## config.mk

```make
export PLATFORM = sky130hd
export DESIGN_NAME = axis_line_drawer
export DESIGN_NICKNAME = d
export VERILOG_FILES = /design/src/rtl/axis_line_drawer_pkg.sv /design/src/rtl/axis_line_drawer.sv
export SDC_FILE = /design/constraint.sdc
export NUM_CORES = 1
export LEC_CHECK = 0
export CAP_MARGIN = 20
export CORE_ASPECT_RATIO = 2
export CORE_MARGIN = 2
export CORE_UTILIZATION = 40
export DETAILED_ROUTE_END_ITERATION = 8
export GPL_ROUTABILITY_DRIVEN = 0
export SETUP_SLACK_MARGIN = 0.02
export SLEW_MARGIN = 0
export SYNTH_ARGS = -nofsm -noshare
export SYNTH_HDL_FRONTEND = slang
export SYNTH_SLANG_ARGS = --single-unit
```

## constraint.sdc

```tcl
create_clock -name clk -period 6.5 [get_ports clk]
set_input_delay 1.95 -clock clk [delete_from_list [all_inputs] [get_ports clk]]
set_output_delay 1.95 -clock clk [all_outputs]
set_load 0.01 [all_outputs]
```

## src/rtl/axis_line_drawer_pkg.sv

```systemverilog
// rtl/axis_line_drawer_pkg.sv - shared state encoding and direction constants for axis_line_drawer
package axis_line_drawer_pkg;

  typedef enum logic [1:0] {
    IDLE = 2'd0,
    DRAW = 2'd1,
    DONE = 2'd2
  } state_t;

  localparam logic DIR_H = 1'b0;
  localparam logic DIR_V = 1'b1;

endpackage

```

## src/rtl/axis_line_drawer.sv

```systemverilog
// rtl/axis_line_drawer.sv - axis-aligned line pixel generator with ack handshake
// Optional screen clipping enabled by defining AXIS_LINE_DRAWER_CLIP_EN.
module axis_line_drawer
  import axis_line_drawer_pkg::*;
#(
  parameter int X_W      = 9,
  parameter int Y_W      = 8,
  parameter int LEN_W    = 9,
  parameter int SCREEN_W = 320,
  parameter int SCREEN_H = 240
) (
  input  logic             clk,
  input  logic             reset,
  input  logic             start,
  input  logic             dir,
  input  logic [X_W-1:0]   x_in,
  input  logic [Y_W-1:0]   y_in,
  input  logic [LEN_W-1:0] length,
  input  logic             ack,
  output logic             draw,
  output logic [X_W-1:0]   x_out,
  output logic [Y_W-1:0]   y_out,
  output logic             busy,
  output logic             done
);

  state_t           state, state_nx;
  logic             dir_r;
  logic [X_W-1:0]   x0;
  logic [Y_W-1:0]   y0;
  logic [LEN_W-1:0] len_r;
  logic [LEN_W-1:0] cnt;

  logic [X_W-1:0]   x_pix;
  logic [Y_W-1:0]   y_pix;
  logic             visible;
  logic             last;
  logic             latch;
  logic             advance;
  logic             draw_c;
  logic             done_c;

  // Sums wrap naturally at the coordinate width.
  assign x_pix = x0 + ((dir_r == DIR_H) ? X_W'(cnt) : '0);
  assign y_pix = y0 + ((dir_r == DIR_V) ? Y_W'(cnt) : '0);
  assign last  = (cnt == len_r - LEN_W'(1));

`ifdef AXIS_LINE_DRAWER_CLIP_EN
  assign visible = (32'(x_pix) < 32'(SCREEN_W)) && (32'(y_pix) < 32'(SCREEN_H));
`else
  logic unused_screen;
  assign unused_screen = ^{32'(SCREEN_W), 32'(SCREEN_H)};
  assign visible       = 1'b1;
`endif

  always_comb begin
    state_nx = state;
    latch    = 1'b0;
    advance  = 1'b0;
    draw_c   = 1'b0;
    done_c   = 1'b0;
    case (state)
      IDLE: begin
        if (start) begin
          latch    = 1'b1;
          state_nx = (length != '0) ? DRAW : DONE;
        end
      end
      DRAW: begin
        draw_c  = visible;
        // Off-screen pixels are skipped one per cycle without a handshake.
        advance = visible ? ack : 1'b1;
        if (advance && last) state_nx = DONE;
      end
      DONE: begin
        done_c = 1'b1;
        if (!start) state_nx = IDLE;
      end
      default: state_nx = IDLE;
    endcase
  end

  always_ff @(posedge clk) begin
    if (reset) begin
      state <= IDLE;
      dir_r <= 1'b0;
      x0    <= '0;
      y0    <= '0;
      len_r <= '0;
      cnt   <= '0;
    end else begin
      state <= state_nx;
      if (latch) begin
        dir_r <= dir;
        x0    <= x_in;
        y0    <= y_in;
        len_r <= length;
        cnt   <= '0;
      end else if (advance) begin
        cnt <= cnt + LEN_W'(1);
      end
    end
  end

  // Gating with reset keeps outputs quiet during the reset cycle itself.
  assign draw  = draw_c && !reset;
  assign done  = done_c && !reset;
  assign busy  = (state != IDLE) && !reset;
  assign x_out = draw ? x_pix : '0;
  assign y_out = draw ? y_pix : '0;

endmodule

```

==> reports/qor.txt <==
========================================================================================
Leading post-synthesis cells by cell area                                   dfxtp_1 (31%), nand2_1 (9.5%), a21oi_1 (8.7%)
Cells after synthesis                                                                319
Slew at the pin closest to its max-slew limit                                    1.01 ns
Overall die area                                                               6880 um^2
Static leakage                                                                0.00128 uW
Hold buffers post-CTS                                                                  0
Tightest hold margin                                                            0.459 ns
H-tree lvl count                                                                       2
Final slew viol count                                                                  0
Number of maximum-capacitance violations                                               0
Worst vdd rail ir drop                                                          0.261 mV
Final critical delay including setup and external delays                         5.76 ns
Tightest Hold Check Type                                                         reg2reg
Number of cells upsized or downsized after cts                                         0
Synthesis warning total                                                                0
EDFF count, synth                                                                      0
Fraction of the yosys area taken by sequential cells                               0.307
Startpoint type of the worst setup path                                       input port
Wirelength, routed                                                               5.81 mm
Total number of vias                                                               2,229
Total of buffers placed on input and output ports                                     50
Post-Synthesis Net Count                                                             369
Setup-violating endpoint count in the final report                                     0
Setup TNS Final                                                                     0 ns
Largest net degree at the start of global routing                                     33
Worst setup path class                                                            in2out
Routed via count divided by cell count                                              5.21
Number of clock sinks                                                                 38
Vias in the first global route                                                     2,139
Post-DR wirelength/cell                                                          13.6 um
Slew Limit Headroom                                                                0.325
Core footprint                                                                 6010 um^2
Root buffer cell                                                               clkbuf_16
Run status                                                                  finished, final reports clean
Num CTS Buffers                                                                        5
CTS max path bufs                                                                      2
Number of hold violations in the final report                                          0
Ys async rst share                                                                     0
Core utilization of the finished layout                                            0.528
Number of standard-cell rows in the floorplan                                         40
First-pass detailed-route iteration total                                              5
Net count of the finished layout                                                     414
Effective utilization at floorplan                                                 0.413
Type of element capturing the critical path                                   output pin
Share of final-layout standard cells stronger than drive strength 1               0.0466
Share of Yosys cell area claimed by the top area cell type                         0.307
Total of flip-flops plus latches after synthesis                                      38
Prevailing post-synth register cell                                              dfxtp_1
Gr usage total                                                                     0.189
Final routed DRC violation total                                                       0
Initial antenna violation count                                                        0
RSZ-0062 raised after global routing                                                  no
Number of distinct library cells after synthesis                                      44
Average size of a mapped cell                                                  7.77 um^2
Power per unit of standard cell area                                         243 nW/um^2
Number of diodes                                                                       0
Half-perimeter wire length after placement                                       4.37 mm
Insertion delay of the later-clocked pin in the worst-skew pair                  0.28 ns
Layout Skew                                                                   0.00264 ns
Clock tree from TritonCTS                                                           done
Clock slew at reported path FFs                                                  0.05 ns
I/O pin total                                                                         51
Global-route wire length before repair                                           9.91 mm
Layout-stage area growth over the synthesis result                                 27.9%
Die extent in x                                                                  59.7 um
Portion of the clock cycle consumed by the worst path in the final layout          0.886
Combined area of all synthesized cells                                         2480 um^2
Worst-path maximum fanout                                                             14
Cell taking the most area after synthesis                                        dfxtp_1
Remaining global-route overflow                                                        0
Antenna viol nets, final                                                               0
Worst path arrival time                                                          3.81 ns
Upper clock frequency limit                                                      174 MHz
Iteration-0 DRC count of the detailed router                                          55
Height of the die                                                                 115 um
Required time reported for the critical path endpoint                            4.55 ns
Setup repair bufs after CTS                                                            0
========================================================================================
[cells in the final DEF, fill, tap and decap left out, types with 3 or more instances in the layout]
master / count
ha_1: 17
nand2b_1: 5
clkdlybuf4s50_1: 50
o21ai_0: 9
or3_1: 3
xnor2_1: 16
nor2b_1: 8
inv_1: 8
xor2_1: 11
clkbuf_16: 5
nand2_1: 63
nor4_1: 4
a31oi_1: 3
o21bai_1: 4
and2_1: 13
nor2_1: 27
a21o_1: 4
a21oi_1: 43
dfxtp_1: 38
[final timing paths]
| path | start | end | slack, ns | cells after the start |
|---|---|---|---|---|
| max | reset | x_out[0] | 0.74 | 5 |
| min | x0[7] | x0[7] | 0.46 | 2 |
| max reg2reg | state[1] | cnt[7] | 4.53 | 4 |
| min reg2reg | x0[7] | x0[7] | 0.46 | 2 |
[per-layer routing]
metal  routed length, um  vias to the layer above  part of all wire  GRT usage
li1                    -                     1177                 -          -
met1                2330                     1003              0.40      0.203
met2                3240                       41              0.56      0.354
met3                 153                        8             0.026     0.0304
met4                  94                        0             0.016     0.0667
met5                   0                        -                 0          0
[critical path, stage by stage]
cell and delay (ns):
clkdlybuf4s50_1 0.47, nand2b_1 0.48, inv_1 0.22, and2_1 0.22, clkdlybuf4s50_1 0.47
[Yosys cell counts, types with 2 or more instances]
library cell	instances
nand2_1	63
a21oi_1	43
dfxtp_1	38
nor2_1	27
ha_1	17
xnor2_1	16
and2_1	13
xor2_1	11
clkbuf_1	9
o21ai_0	9
inv_1	8
nor2b_1	8
nand2b_1	5
a21o_1	4
nor4_1	4
o21bai_1	4
a31oi_1	3
or3_1	3
a211o_1	2
and3_1	2
buf_1	2
buf_2	2
fa_1	2
nand4_1	2
nor3_1	2
o41ai_1	2
[stage by stage]
step / instance area [um^2] / std cells / power, uW / setup slack, ns
after floorplan: 2480 / 319 / 456 / 2.02
after global placement: 3010 / 419 / 527 / 0.689
after detailed placement: 3010 / 419 / 530 / 0.675
after CTS: 3150 / 427 / 777 / 0.677
after global routing: 3170 / 428 / 823 / 0.559
final: 3170 / 428 / 771 / 0.744
[cells by family after synthesis]
kind of cell,after synthesis,synth area share
xor gates and xnor gates,27,0.0954
adders and majority gates,19,0.102
AOI/OAI and AO/OA,71,0.166
and+or+nand+nor,141,0.290
buffers and inverters,22,0.0358
muxes,1,0.00404
DFF,38,0.307
[layout make-up]
cell class	instances	area, um^2
fill	593	2840
multi-input combinational	259	1630
sequential	38	761
timing repair buffer	52	523
clock buffer	7	143
tap	63	78.8
inverter	8	30.0
clock inverter	1	5.00
[report_power, final]
part           switching (uW)  internal [uW]  total (uW)
combinational             125            108         233
clock                    93.1            152         245
sequential               31.3            262         293
total                     249            522         771
[state kept, by name (all words and copies together), names as in the netlist]
register	cells
cnt	9
y0	8
len_r	9
dir_r	1
x0	9
state	2
Power figures use the tool's default switching activity.
